$ cat config.mk
export PLATFORM = sky130hd
export DESIGN_NAME = bus_rr_arbiter
export DESIGN_NICKNAME = d
export VERILOG_FILES = /design/src/rtl/bus_rr_arbiter.sv
export SDC_FILE = /design/constraint.sdc
export NUM_CORES = 1
export LEC_CHECK = 0
export CORE_AREA = 2 2 257 259
export CTS_BUF_LIST = sky130_fd_sc_hd__clkbuf_8
export CTS_CLUSTER_DIAMETER = 100
export DETAILED_ROUTE_END_ITERATION = 12
export DIE_AREA = 0 0 259 261
export PLACE_DENSITY = 0.49
export SYNTH_ARGS = -nofsm -noshare
export SYNTH_HDL_FRONTEND = slang
export SYNTH_SLANG_ARGS = --single-unit
$ cat constraint.sdc
create_clock -name clk_i -period 4.55 [get_ports clk_i]
set_input_delay 0.91 -clock clk_i [delete_from_list [all_inputs] [get_ports clk_i]]
set_output_delay 0.91 -clock clk_i [all_outputs]
set_load 0.005 [all_outputs]
$ cat src/rtl/bus_rr_arbiter.sv
// Round-robin host arbiter and address router for the simulation system bus.
// Grants at most one host per cycle, routes the request to the first device
// whose (addr & mask) == base, and steers the single-cycle response back to
// the host that was granted. Unmapped accesses complete with a bus error.
module bus_rr_arbiter #(
    parameter int unsigned NrHosts      = 3,
    parameter int unsigned NrDevices    = 2,
    parameter int unsigned DataWidth    = 32,
    parameter int unsigned AddressWidth = 32
) (
    input  logic                                     clk_i,
    input  logic                                     rst_i,

    input  logic [NrHosts-1:0]                       host_req_i,
    output logic [NrHosts-1:0]                       host_gnt_o,
    input  logic [NrHosts-1:0][AddressWidth-1:0]     host_addr_i,
    input  logic [NrHosts-1:0]                       host_we_i,
    input  logic [NrHosts-1:0][DataWidth/8-1:0]      host_be_i,
    input  logic [NrHosts-1:0][DataWidth-1:0]        host_wdata_i,
    output logic [NrHosts-1:0]                       host_rvalid_o,
    output logic [NrHosts-1:0][DataWidth-1:0]        host_rdata_o,
    output logic [NrHosts-1:0]                       host_err_o,

    output logic [NrDevices-1:0]                     device_req_o,
    output logic [NrDevices-1:0][AddressWidth-1:0]   device_addr_o,
    output logic [NrDevices-1:0]                     device_we_o,
    output logic [NrDevices-1:0][DataWidth/8-1:0]    device_be_o,
    output logic [NrDevices-1:0][DataWidth-1:0]      device_wdata_o,
    input  logic [NrDevices-1:0]                     device_rvalid_i,
    input  logic [NrDevices-1:0][DataWidth-1:0]      device_rdata_i,
    input  logic [NrDevices-1:0]                     device_err_i,

    input  logic [NrDevices-1:0][AddressWidth-1:0]   cfg_device_addr_base,
    input  logic [NrDevices-1:0][AddressWidth-1:0]   cfg_device_addr_mask
);

    localparam int unsigned HostIdxW = (NrHosts   > 1) ? $clog2(NrHosts)   : 1;
    localparam int unsigned DevIdxW  = (NrDevices > 1) ? $clog2(NrDevices) : 1;

    // Arbitration state
    logic [HostIdxW-1:0]  prio_q;
    logic [NrHosts-1:0]   req;
    logic [HostIdxW-1:0]  win;
    logic                 gnt_any;

    // Decode results for the winning host
    logic [DevIdxW-1:0]   sel;
    logic                 hit;

    // In-flight response tracking
    logic                 rsp_pend_q;
    logic [HostIdxW-1:0]  rsp_host_q;
    logic [DevIdxW-1:0]   rsp_dev_q;
    logic                 rsp_decerr_q;

    // Response path after device selection
    logic                 rsp_valid;
    logic                 rsp_err;
    logic [DataWidth-1:0] rsp_data;

    // Requests are masked while reset is held so nothing is granted or routed.
    always_comb begin
        req = rst_i ? '0 : host_req_i;
    end

    // Round-robin scan starting at prio_q; the first requesting host wins.
    always_comb begin
        win     = '0;
        gnt_any = 1'b0;
        for (int unsigned off = 0; off < NrHosts; off++) begin
            if (!gnt_any && req[(32'(prio_q) + off) % NrHosts]) begin
                gnt_any = 1'b1;
                win     = HostIdxW'((32'(prio_q) + off) % NrHosts);
            end
        end
    end

    // One-hot grant to the winner.
    always_comb begin
        host_gnt_o      = '0;
        host_gnt_o[win] = gnt_any;
    end

    // Address decode of the winner's request; lowest matching device index wins.
    always_comb begin
        sel = '0;
        hit = 1'b0;
        for (int unsigned d = 0; d < NrDevices; d++) begin
            if (!hit &&
                ((host_addr_i[win] & cfg_device_addr_mask[d]) == cfg_device_addr_base[d])) begin
                hit = 1'b1;
                sel = DevIdxW'(d);
            end
        end
    end

    // Raise the selected device request and broadcast the winner's fields.
    always_comb begin
        device_req_o      = '0;
        device_req_o[sel] = gnt_any & hit;
        for (int unsigned d = 0; d < NrDevices; d++) begin
            device_addr_o[d]  = host_addr_i[win];
            device_we_o[d]    = host_we_i[win];
            device_be_o[d]    = host_be_i[win];
            device_wdata_o[d] = host_wdata_i[win];
        end
    end

    // Priority pointer advances past the winner only when a grant is made.
    always_ff @(posedge clk_i or posedge rst_i) begin
        if (rst_i) begin
            prio_q <= '0;
        end else if (gnt_any) begin
            prio_q <= HostIdxW'((32'(win) + 1) % NrHosts);
        end
    end

    // Record who was granted and where the request went, for next-cycle return.
    always_ff @(posedge clk_i or posedge rst_i) begin
        if (rst_i) begin
            rsp_pend_q   <= 1'b0;
            rsp_host_q   <= '0;
            rsp_dev_q    <= '0;
            rsp_decerr_q <= 1'b0;
        end else begin
            rsp_pend_q <= gnt_any;
            if (gnt_any) begin
                rsp_host_q   <= win;
                rsp_dev_q    <= sel;
                rsp_decerr_q <= ~hit;
            end
        end
    end

    // Select the response source; device activity without a pending request is ignored.
    always_comb begin
        rsp_valid = rsp_pend_q & (rsp_decerr_q | device_rvalid_i[rsp_dev_q]);
        rsp_err   = rsp_decerr_q | device_err_i[rsp_dev_q];
        rsp_data  = rsp_decerr_q ? '0 : device_rdata_i[rsp_dev_q];
        if (rst_i) begin
            rsp_valid = 1'b0;
            rsp_data  = '0;
        end
    end

    // Steer valid/error to the recorded host; read data is broadcast to all hosts.
    always_comb begin
        host_rvalid_o             = '0;
        host_err_o                = '0;
        host_rvalid_o[rsp_host_q] = rsp_valid;
        host_err_o[rsp_host_q]    = rsp_valid & rsp_err;
        for (int unsigned h = 0; h < NrHosts; h++) begin
            host_rdata_o[h] = rsp_data;
        end
    end

    // Grants and device requests are never more than one-hot.
    a_gnt_onehot0 : assert property (@(posedge clk_i) disable iff (rst_i) $onehot0(host_gnt_o));
    a_dev_onehot0 : assert property (@(posedge clk_i) disable iff (rst_i) $onehot0(device_req_o));

endmodule

### Word level (Yosys, flattened, before mapping)

Index checks and enable logic that the tools add are counted.

| storage, ports and cells | value |
|---|---|
| register bits | 7 |
| input port bits | 408 |
| word-level logic and storage cells | 84 |

| operators by class | value |
|---|---|
| $add $sub $neg | 3 |
| reductions and logical operators | 9 |
| eq/ne operators | 2 |
| multiplexer cells | 39 |
| $lt $le $gt $ge | 10 |
| div/mod/pow operators | 4 |
| bitwise gates (word level) | 12 |

Operator list:

| cell | number |
|---|---|
| $mux W32 | 6 |
| $bmux W32 S2 | 2 |
| $lt A32 B3 Y1 const B | 3 |
| $mod A32 B2 Y32 const B | 3 |
| $and A32 B32 Y32 | 2 |
| $eq A32 B32 Y1 | 2 |
| $mod A2 B2 Y32 const B | 1 |
| $mux W1 | 18 |
| $and A3 B3 Y3 | 3 |
| $bmux W1 S2 | 4 |
| $bmux W4 S2 | 1 |
| $add A2 B1 Y3 const B | 2 |
| $logic_and A1 B1 Y1 | 6 |
| $lt A2 B3 Y1 const B | 2 |
| $mux W2 | 3 |
| $demux W1 S2 | 2 |
| $ge A2 B1 Y1 const B | 2 |
| $lt A1 B2 Y1 const B | 2 |
| $mux W4 | 1 |
| $add A2 B2 Y3 const B | 1 |
| $and A1 B1 Y1 | 3 |
| $logic_not A1 Y1 | 3 |
| $mux W3 | 1 |
| $and A2 B2 Y2 | 1 |
| other kinds (4) | 5 |

### Depth between registers and ports, before layout

Gate-level depths: netlist (run 1).

| logic depth | value |
|---|---|
| word-level depth | 23 |
| depth in mapped cells | 16 |
| mapped depth without buffers | 13 |

### Least setup slack after synthesis (run 1)

Ideal clock, no wire load.

| timing | value |
|---|---|
| path kind | input to output |
| from | input host_req_i[0] |
| to | output device_req_o[1] |
| path slack | 0.209 ns |
| buffers on the path | 0 |
| arrival time | 3.431 ns |
| stages | 10 |
| path through | nor3b_1 > o31a_1 > a31oi_4 > nor2_4 > mux2i_2 > o32ai_1 > o31a_1 > a2111o_1 > or4_1 > nor2_1 |

| between the ends | value |
|---|---|
| cells in the longest elaborated chain, start to end | 23 |
| elaborated cells between the ends (all ways) | 35 |
| those cells by class | order compare (2); eq/ne (2); mux (20); bitwise (4); reduce/logical (7) |

Ends and longest elaborated chain:

| element | line | text |
|---|---|---|
| start, declared | 14 | `input logic [NrHosts-1:0] host_req_i,` |
| $mux W3 * | 63 | `req = rst_i ? '0 : host_req_i;` |
| $bmux W1 S2 | 71 | `if (!gnt_any && req[(32'(prio_q) + off) % NrHosts]) begin` |
| $mux W1 (not written as such) | 71 |  |
| $mux W1 | 71 |  |
| $logic_not A1 Y1 | 71 |  |
| $logic_and A1 B1 Y1 | 71 |  |
| $mux W1 | 71 |  |
| $logic_not A1 Y1 | 71 |  |
| [... 7 more ...] | - |  |
| $logic_not A1 Y1 | 89 | `if (!hit &&` |
| $logic_and A1 B1 Y1 | 89 |  |
| $mux W1 | 89 |  |
| $lt A1 B2 Y1 (not written as such) / $ge A1 B1 Y1 (equally long branches) | 100 | `device_req_o[sel] = gnt_any & hit;` |
| $logic_and A1 B1 Y1 (not written as such) | 100 |  |
| $mux W1 (not written as such) | 100 |  |
| $demux W1 S1 | 100 |  |
| $and A2 B2 Y2 (no line) * | - |  |
| end, declared | 24 | `output logic [NrDevices-1:0] device_req_o,` |

Every way passes the cells marked *; elsewhere a longest branch is shown, timed or not. The select of a mux whose other input is x is not followed.

### Worst setup path after layout (run 1)

| timing | value |
|---|---|
| from | input host_req_i[2] |
| to | output device_req_o[1] |

Same word-level chain as after synthesis.

==> flow_summary.json, run 1 <==
{
  "io_buffer_count": 652,
  "dp_hpwl_microns": 74300,
  "cp_cell_sequence": "buf_8 -> and4bb_1 -> o31a_1 -> a31oi_4 -> nor2_4 -> inv_4 -> buf_12 -> buf_8 -> mux2i_4 -> and4_4 -> o211a_1 -> nand4_1 -> or4_4 -> nor2_1 -> buf_2",
  "drt-pass1-iter-count": 6,
  "finalCritPeriodShare_pct": 105.4,
  "ys_warn_count": 0,
  "synth_edf_count": 0,
  "synth_area_leaders": "buf_4, mux2i_1, o21ai_0",
  "cpMaxStageDelayCell": "or4_4",
  "cap_violations": 0,
  "min_from": "rsp_host_q[0]",
  "async_reset_ff_share_pct": 100.0,
  "status": "complete, but fails checks",
  "r2r-end": "rsp_decerr_q",
  "avgSynthCellArea_sq_um": 6.384,
  "power.density_nw_per_um2": 315.5,
  "p_leak_nw": 7.809,
  "start_util_pct": 11.29,
  "drive_gt1_share_pct": 29.01,
  "ff2ff_setup_slack_ns": 0.77,
  "ir_drop_mv": 0.2946,
  "viasPerCell": 4.514,
  "path_buf_inv": 5,
  "drtAntennaViolNets": 0,
  "floorplan.rows": 94,
  "cp_data_arrival_time_ns": 3.89,
  "dieArea_sq_um": 67600,
  "worstHoldEndpoint": "rsp_host_q[0]",
  "critPathTopFamily": "simple AND/OR/NAND/NOR gates",
  "cts-root-buf": "clkbuf_8",
  "worst_pin_slew_ns": 0.6741,
  "slew_headroom_pct": 54.89,
  "worstSetupEndpointType": "primary output",
  "worstHoldPathType": "reg -> reg",
  "startpoint_type": "input pin",
  "grt_pass1_vias": 13180,
  "ys.flop_type": "dfrtp_1",
  "crit_cells": 15,
  "yosysSeqAreaShare_pct": 2.386,
  "min_period_ns": 4.797,
  "violations": "setup timing",
  "grt_overflow": 0,
  "die_x_microns": 259,
  "nets": 2497,
  "crit_top_cell": "buf_8",
  "yosysTopAreaCellShare_pct": 13.60,
  "syn-num-nets": 1564,
  "fmax_mhz": 208.5,
  "antenna_found_initial": 29,
  "clock-sinks": 7,
  "grt_max_degree": 33,
  "clock-skew-final_ns": 0.002172,
  "htreeDepth": 1,
  "postCtsHoldBufs": 0,
  "wirelength_microns": 83230,
  "ff2ff_path_depth": 15,
  "slowest_delay_ns": 0.54,
  "grt_pass1_wl_microns": 108200,
  "worstSetupPathType": "in -> out",
  "grt_usage_pct": 22.98,
  "route.detailed.drc": 0,
  "synthCells": 1150,
  "finalMaxSlewViolations": 0,
  "drtIter0Drc": 1316,
  "fin_ws_ns": -0.2473,
  "wire_per_inst_microns": 28.17,
  "core_region_area_sq_um": 65040,
  "ys_ff_latch": 7,
  "insertion_delay_ns": 0.23,
  "syn_to_final_growth_pct": 147.9,
  "finalHoldViolCount": 0,
  "vias": 13340,
  "finish.utilization_pct": 27.98,
  "cts_tree": "built",
  "clkTransAtPathRegs_ns": 0.04,
  "worstPathMaxFanout": 8,
  "holdPathStages": 1,
  "final_cells": 2954,
  "dp.cells": 2919,
  "post-synth-top-area-cell": "buf_4",
  "r2r_start": "prio_q[1]",
  "die_h_microns": 261,
  "mappedNetlistArea_sq_um": 7342,
  "gp_congestion": 0.9758,
  "rsz0062_at_grt": "yes",
  "worstPathRequired_ns": 3.64,
  "num_io_pins": 653,
  "clk_path_buf_depth": 2,
  "setup_violations": 4,
  "cts_buffers": 3,
  "ys_types": 76
}
[layout by cell type (no fill, tap or decap), types with 10 or more instances in the layout]
master	count
mux2i_1	84
mux2_2	11
o21ai_0	84
nor3_1	18
buf_6	19
nand4_1	12
a32oi_1	11
dlymetal6s2s_1	31
a22oi_1	16
o22ai_1	36
inv_1	73
nand2b_1	18
a22o_1	10
nor2_1	70
nor2b_1	41
and2_1	11
nand2_1	127
o21ai_1	18
clkdlybuf4s50_1	606
nand3_1	29
buf_4	438
a21oi_1	34
inv_2	13
[area by class of cell]
type	count	area, sq um
fillers	7033	46840
multi-input cells	868	6299
clock buffers	3	41.29
clock inverters	1	3.754
inverters	87	331.6
well taps	864	1081
flip-flops and latches	7	177.7
repair buffers	1116	10240
diodes	8	20.02
[routing by layer]
metal	GRT usage [%]	vias up	wire length, microns	part of all wire, %
li1	-	5996	-	-
met1	31.32	6448	36530	44
met2	36.13	727	36980	44
met3	6.359	122	7582	9.1
met5	0	-	275	0.33
met4	4.544	42	1856	2.2
[power by group]
part / switching [mW] / internal [mW] / leakage (nW)
registers: 0.0219 / 0.0841 / 0.0822
clock network: 0.0278 / 0.0584 / 0.0269
logic: 2.63 / 2.92 / 7.70
[how the worst max path moves through the flow]
stage	start	end	slack, ns
finish	host_req_i[2]	device_req_o[1]	-0.25
global route	host_req_i[2]	device_req_o[1]	-0.27
CTS	host_req_i[2]	device_req_o[1]	-0.21
detailed placement	host_req_i[2]	device_req_o[1]	-1.32
global placement	host_req_i[2]	device_req_o[1]	-1.29
floorplan	host_req_i[0]	device_req_o[1]	0.21
[through the flow]
| stage | worst slack [ns] | area, sq um | TNS, ns | hold slack, ns | total power, mW |
|---|---|---|---|---|---|
| after global routing | -0.2729 | 18190 | -0.7065 | 0.6274 | 5.974 |
| after CTS | -0.2120 | 17700 | -0.2914 | 0.5916 | 5.531 |
| after detailed placement | -1.317 | 17120 | -51.65 | 0.5814 | 5.150 |
| after global placement | -1.285 | 17120 | -49.19 | 0.5721 | 5.176 |
| final | -0.2473 | 18200 | -0.4788 | 0.6019 | 5.741 |
| after floorplan | 0.2088 | 7342 | 0 | 0.5013 | 2.066 |
[timing repair]
action	CTS	global route
gates resized for setup	136	116
setup endpoints to repair	138	21
gates cloned	1	0
pin swaps	38	33
buffers inserted	13	10
[state kept, by name, summed over array words and instances (netlist names)]
register and count:
rsp_host_q 2, prio_q 2, rsp_pend_q 1, rsp_dev_q 1
rsp_decerr_q 1
[synth_stat cells (all sizes together) (8+ instances only)]
cell type / n
and2: 11
a2bb2oi: 9
mux2: 12
o22ai: 41
nor2: 72
a32oi: 13
a21o: 8
nor4: 8
nand3: 31
nor3: 23
a22o: 11
nand2b: 21
a221oi: 10
clkbuf: 36
a31oi: 9
buf: 152
a22oi: 17
inv: 87
mux2i: 94
nand4: 12
o21ai: 105
a21oi: 41
a211oi: 9
nand2: 127
nor2b: 48
o2111ai: 14
[cells by family after synthesis]
kind of cell	after synthesis	share of synthesized area, %
and+or+nand+nor	391	26.41
AOI/OAI and AO/OA	364	34.24
buffers and inverters	275	21.11
muxes	106	14.71
DFF	7	2.386
adders and majority gates	6	1.022
xor gates and xnor gates	1	0.1193
No activity file was read; power rests on OpenSTA's default activity.
==> run 2, diff against run 1 <==
--- a/config.mk
+++ b/config.mk
@@ -6,7 +6,7 @@
 export NUM_CORES = 1
 export LEC_CHECK = 0
 export CORE_AREA = 2 2 257 259
-export CTS_BUF_LIST = sky130_fd_sc_hd__clkbuf_8
+export CTS_BUF_LIST = sky130_fd_sc_hd__clkbuf_4
 export CTS_CLUSTER_DIAMETER = 100
 export DETAILED_ROUTE_END_ITERATION = 12
 export DIE_AREA = 0 0 259 261
==> run 2 against run 1 <==
The flow still finishes with violations (setup timing). Sequential power is essentially flat. Maximum frequency grew 1.0%. Combinational power grew 1%. Register-to-register slack gained 0.04 ns. Clock skew shrank 0.0014 ns. Highest routed layer unchanged.
==> flow_summary.json, run 2 (synthesis results as in run 1) <==
{
  "power.density_nw_per_um2": 318.3,
  "slew_headroom_pct": 55.58,
  "layout_commonest_cell": "clkdlybuf4s50_1",
  "antenna_found_initial": 31,
  "dp_hpwl_microns": 74300,
  "drtIter0Drc": 1521,
  "grt_overflow": 0,
  "cap_violations": 0,
  "place_area_sq_um": 17120,
  "drive_gt1_share_pct": 29.57,
  "cts_tree": "built",
  "finish.utilization_pct": 28.03,
  "fmax_mhz": 210.6,
  "worstSetupPathType": "in -> out",
  "startpoint_type": "input pin",
  "grt_pass1_vias": 13120,
  "postCtsHoldBufs": 0,
  "status": "complete, but fails checks",
  "slowest_delay_ns": 0.59,
  "setup_violations": 2,
  "violations": "setup timing",
  "wirelength_microns": 83210,
  "nets": 2508,
  "grt_pass1_wl_microns": 107800,
  "ir_drop_mv": 0.2951,
  "min_period_ns": 4.748,
  "power.total_mw": 5.802,
  "finalHoldViolCount": 0,
  "clk_path_buf_depth": 2,
  "htreeDepth": 1,
  "worstPathRequired_ns": 3.64,
  "clock-skew-final_ns": 0.0007377,
  "syn_to_final_growth_pct": 148.3,
  "place_ws_ns": -1.317,
  "grt_usage_pct": 22.87,
  "num_io_pins": 653,
  "crit_top_cell": "o31a_1",
  "final_cells": 2967,
  "dieArea_sq_um": 67600,
  "die_h_microns": 261,
  "cts-root-buf": "clkbuf_4",
  "drt-pass1-iter-count": 7,
  "worstSetupEndpointType": "primary output",
  "clkTransAtPathRegs_ns": 0.05,
  "stdcell_area_sq_um": 18230,
  "wire_per_inst_microns": 28.05,
  "cts_buffers": 3,
  "viasPerCell": 4.503,
  "floorplan.rows": 94,
  "core_region_area_sq_um": 65040,
  "rsz0062_at_grt": "yes",
  "insertion_delay_ns": 0.24,
  "holdWs_ns": 0.5966,
  "start_util_pct": 11.29,
  "die_x_microns": 259,
  "cp_cell_sequence": "buf_8 -> and4bb_1 -> o31a_1 -> a31oi_4 -> nor2_4 -> buf_12 -> mux2i_4 -> o32ai_2 -> o31a_1 -> a2111o_1 -> or4_4 -> nor2_1 -> buf_2",
  "path_buf_inv": 3,
  "top_regs": "prio_q: 2 flops, rsp_host_q: 2 flops",
  "fin_ws_ns": -0.1977,
  "clock-sinks": 7,
  "route.detailed.drc": 0,
  "finalMaxSlewViolations": 0,
  "finalCritPeriodShare_pct": 104.3,
  "critPathTopFamily": "simple AND/OR/NAND/NOR gates",
  "grt_max_degree": 33,
  "cp_data_arrival_time_ns": 3.84,
  "io_buffer_count": 652,
  "p_leak_nw": 7.826,
  "worst_pin_slew_ns": 0.6477,
  "layout_common_cells": "clkdlybuf4s50_1, buf_4, nand2_1, o21ai_0, mux2i_1",
  "dp.cells": 2919,
  "cpMaxStageDelayCell": "or4_4",
  "worstHoldPathType": "reg -> reg",
  "worstPathMaxFanout": 5,
  "setup_tns_ns": -0.3406,
  "drtAntennaViolNets": 0,
  "vias": 13360,
  "gp_congestion": 0.9758
}
## run 2: layout make-up
type                       instances  area [sq um]
multi-input combinational        868          6251
antenna                           10         25.02
fill                            7042         46810
inverter                          87         331.6
timing repair buffer            1127         10330
tap                              864          1081
sequential                         7         177.7
clock buffer                       4         30.03
## run 2: timing repair
item	in CTS	in global routing
setup endpoints to repair	138	38
cloned	0	1
resized for setup	104	141
pin swaps	27	37
setup buffers	8	25
## run 2: final timing paths
kind | start | endpoint | slack (ns) | cells past startpoint
setup reg to reg | prio_q[1] | rsp_decerr_q | 0.81 | 17
min in group asynchronous | rst_i | prio_q[1] | 0.95 | 4
hold reg to reg | rsp_host_q[0] | rsp_host_q[0] | 0.60 | 1
setup / recovery | host_req_i[2] | device_req_o[1] | -0.20 | 13
hold / removal | rsp_host_q[0] | rsp_host_q[0] | 0.60 | 1
max in group asynchronous | rst_i | rsp_dev_q | 3.46 | 4
## run 2: power by group
part           total [mW]  switching, mW  leakage [nW]  internal, mW
Clock              0.0605         0.0212        0.0185        0.0393
Combinational        5.63           2.64          7.72          3.00
Sequential          0.107         0.0226        0.0822        0.0840
## run 2: routing by layer
metal  wire (microns)  part of all wire (%)  GRT usage [%]
met1            36560                    44          31.19
met2            36810                    44          35.84
met3             7463                   9.0          6.388
met4             2101                   2.5          4.640
met5              275                  0.33              0
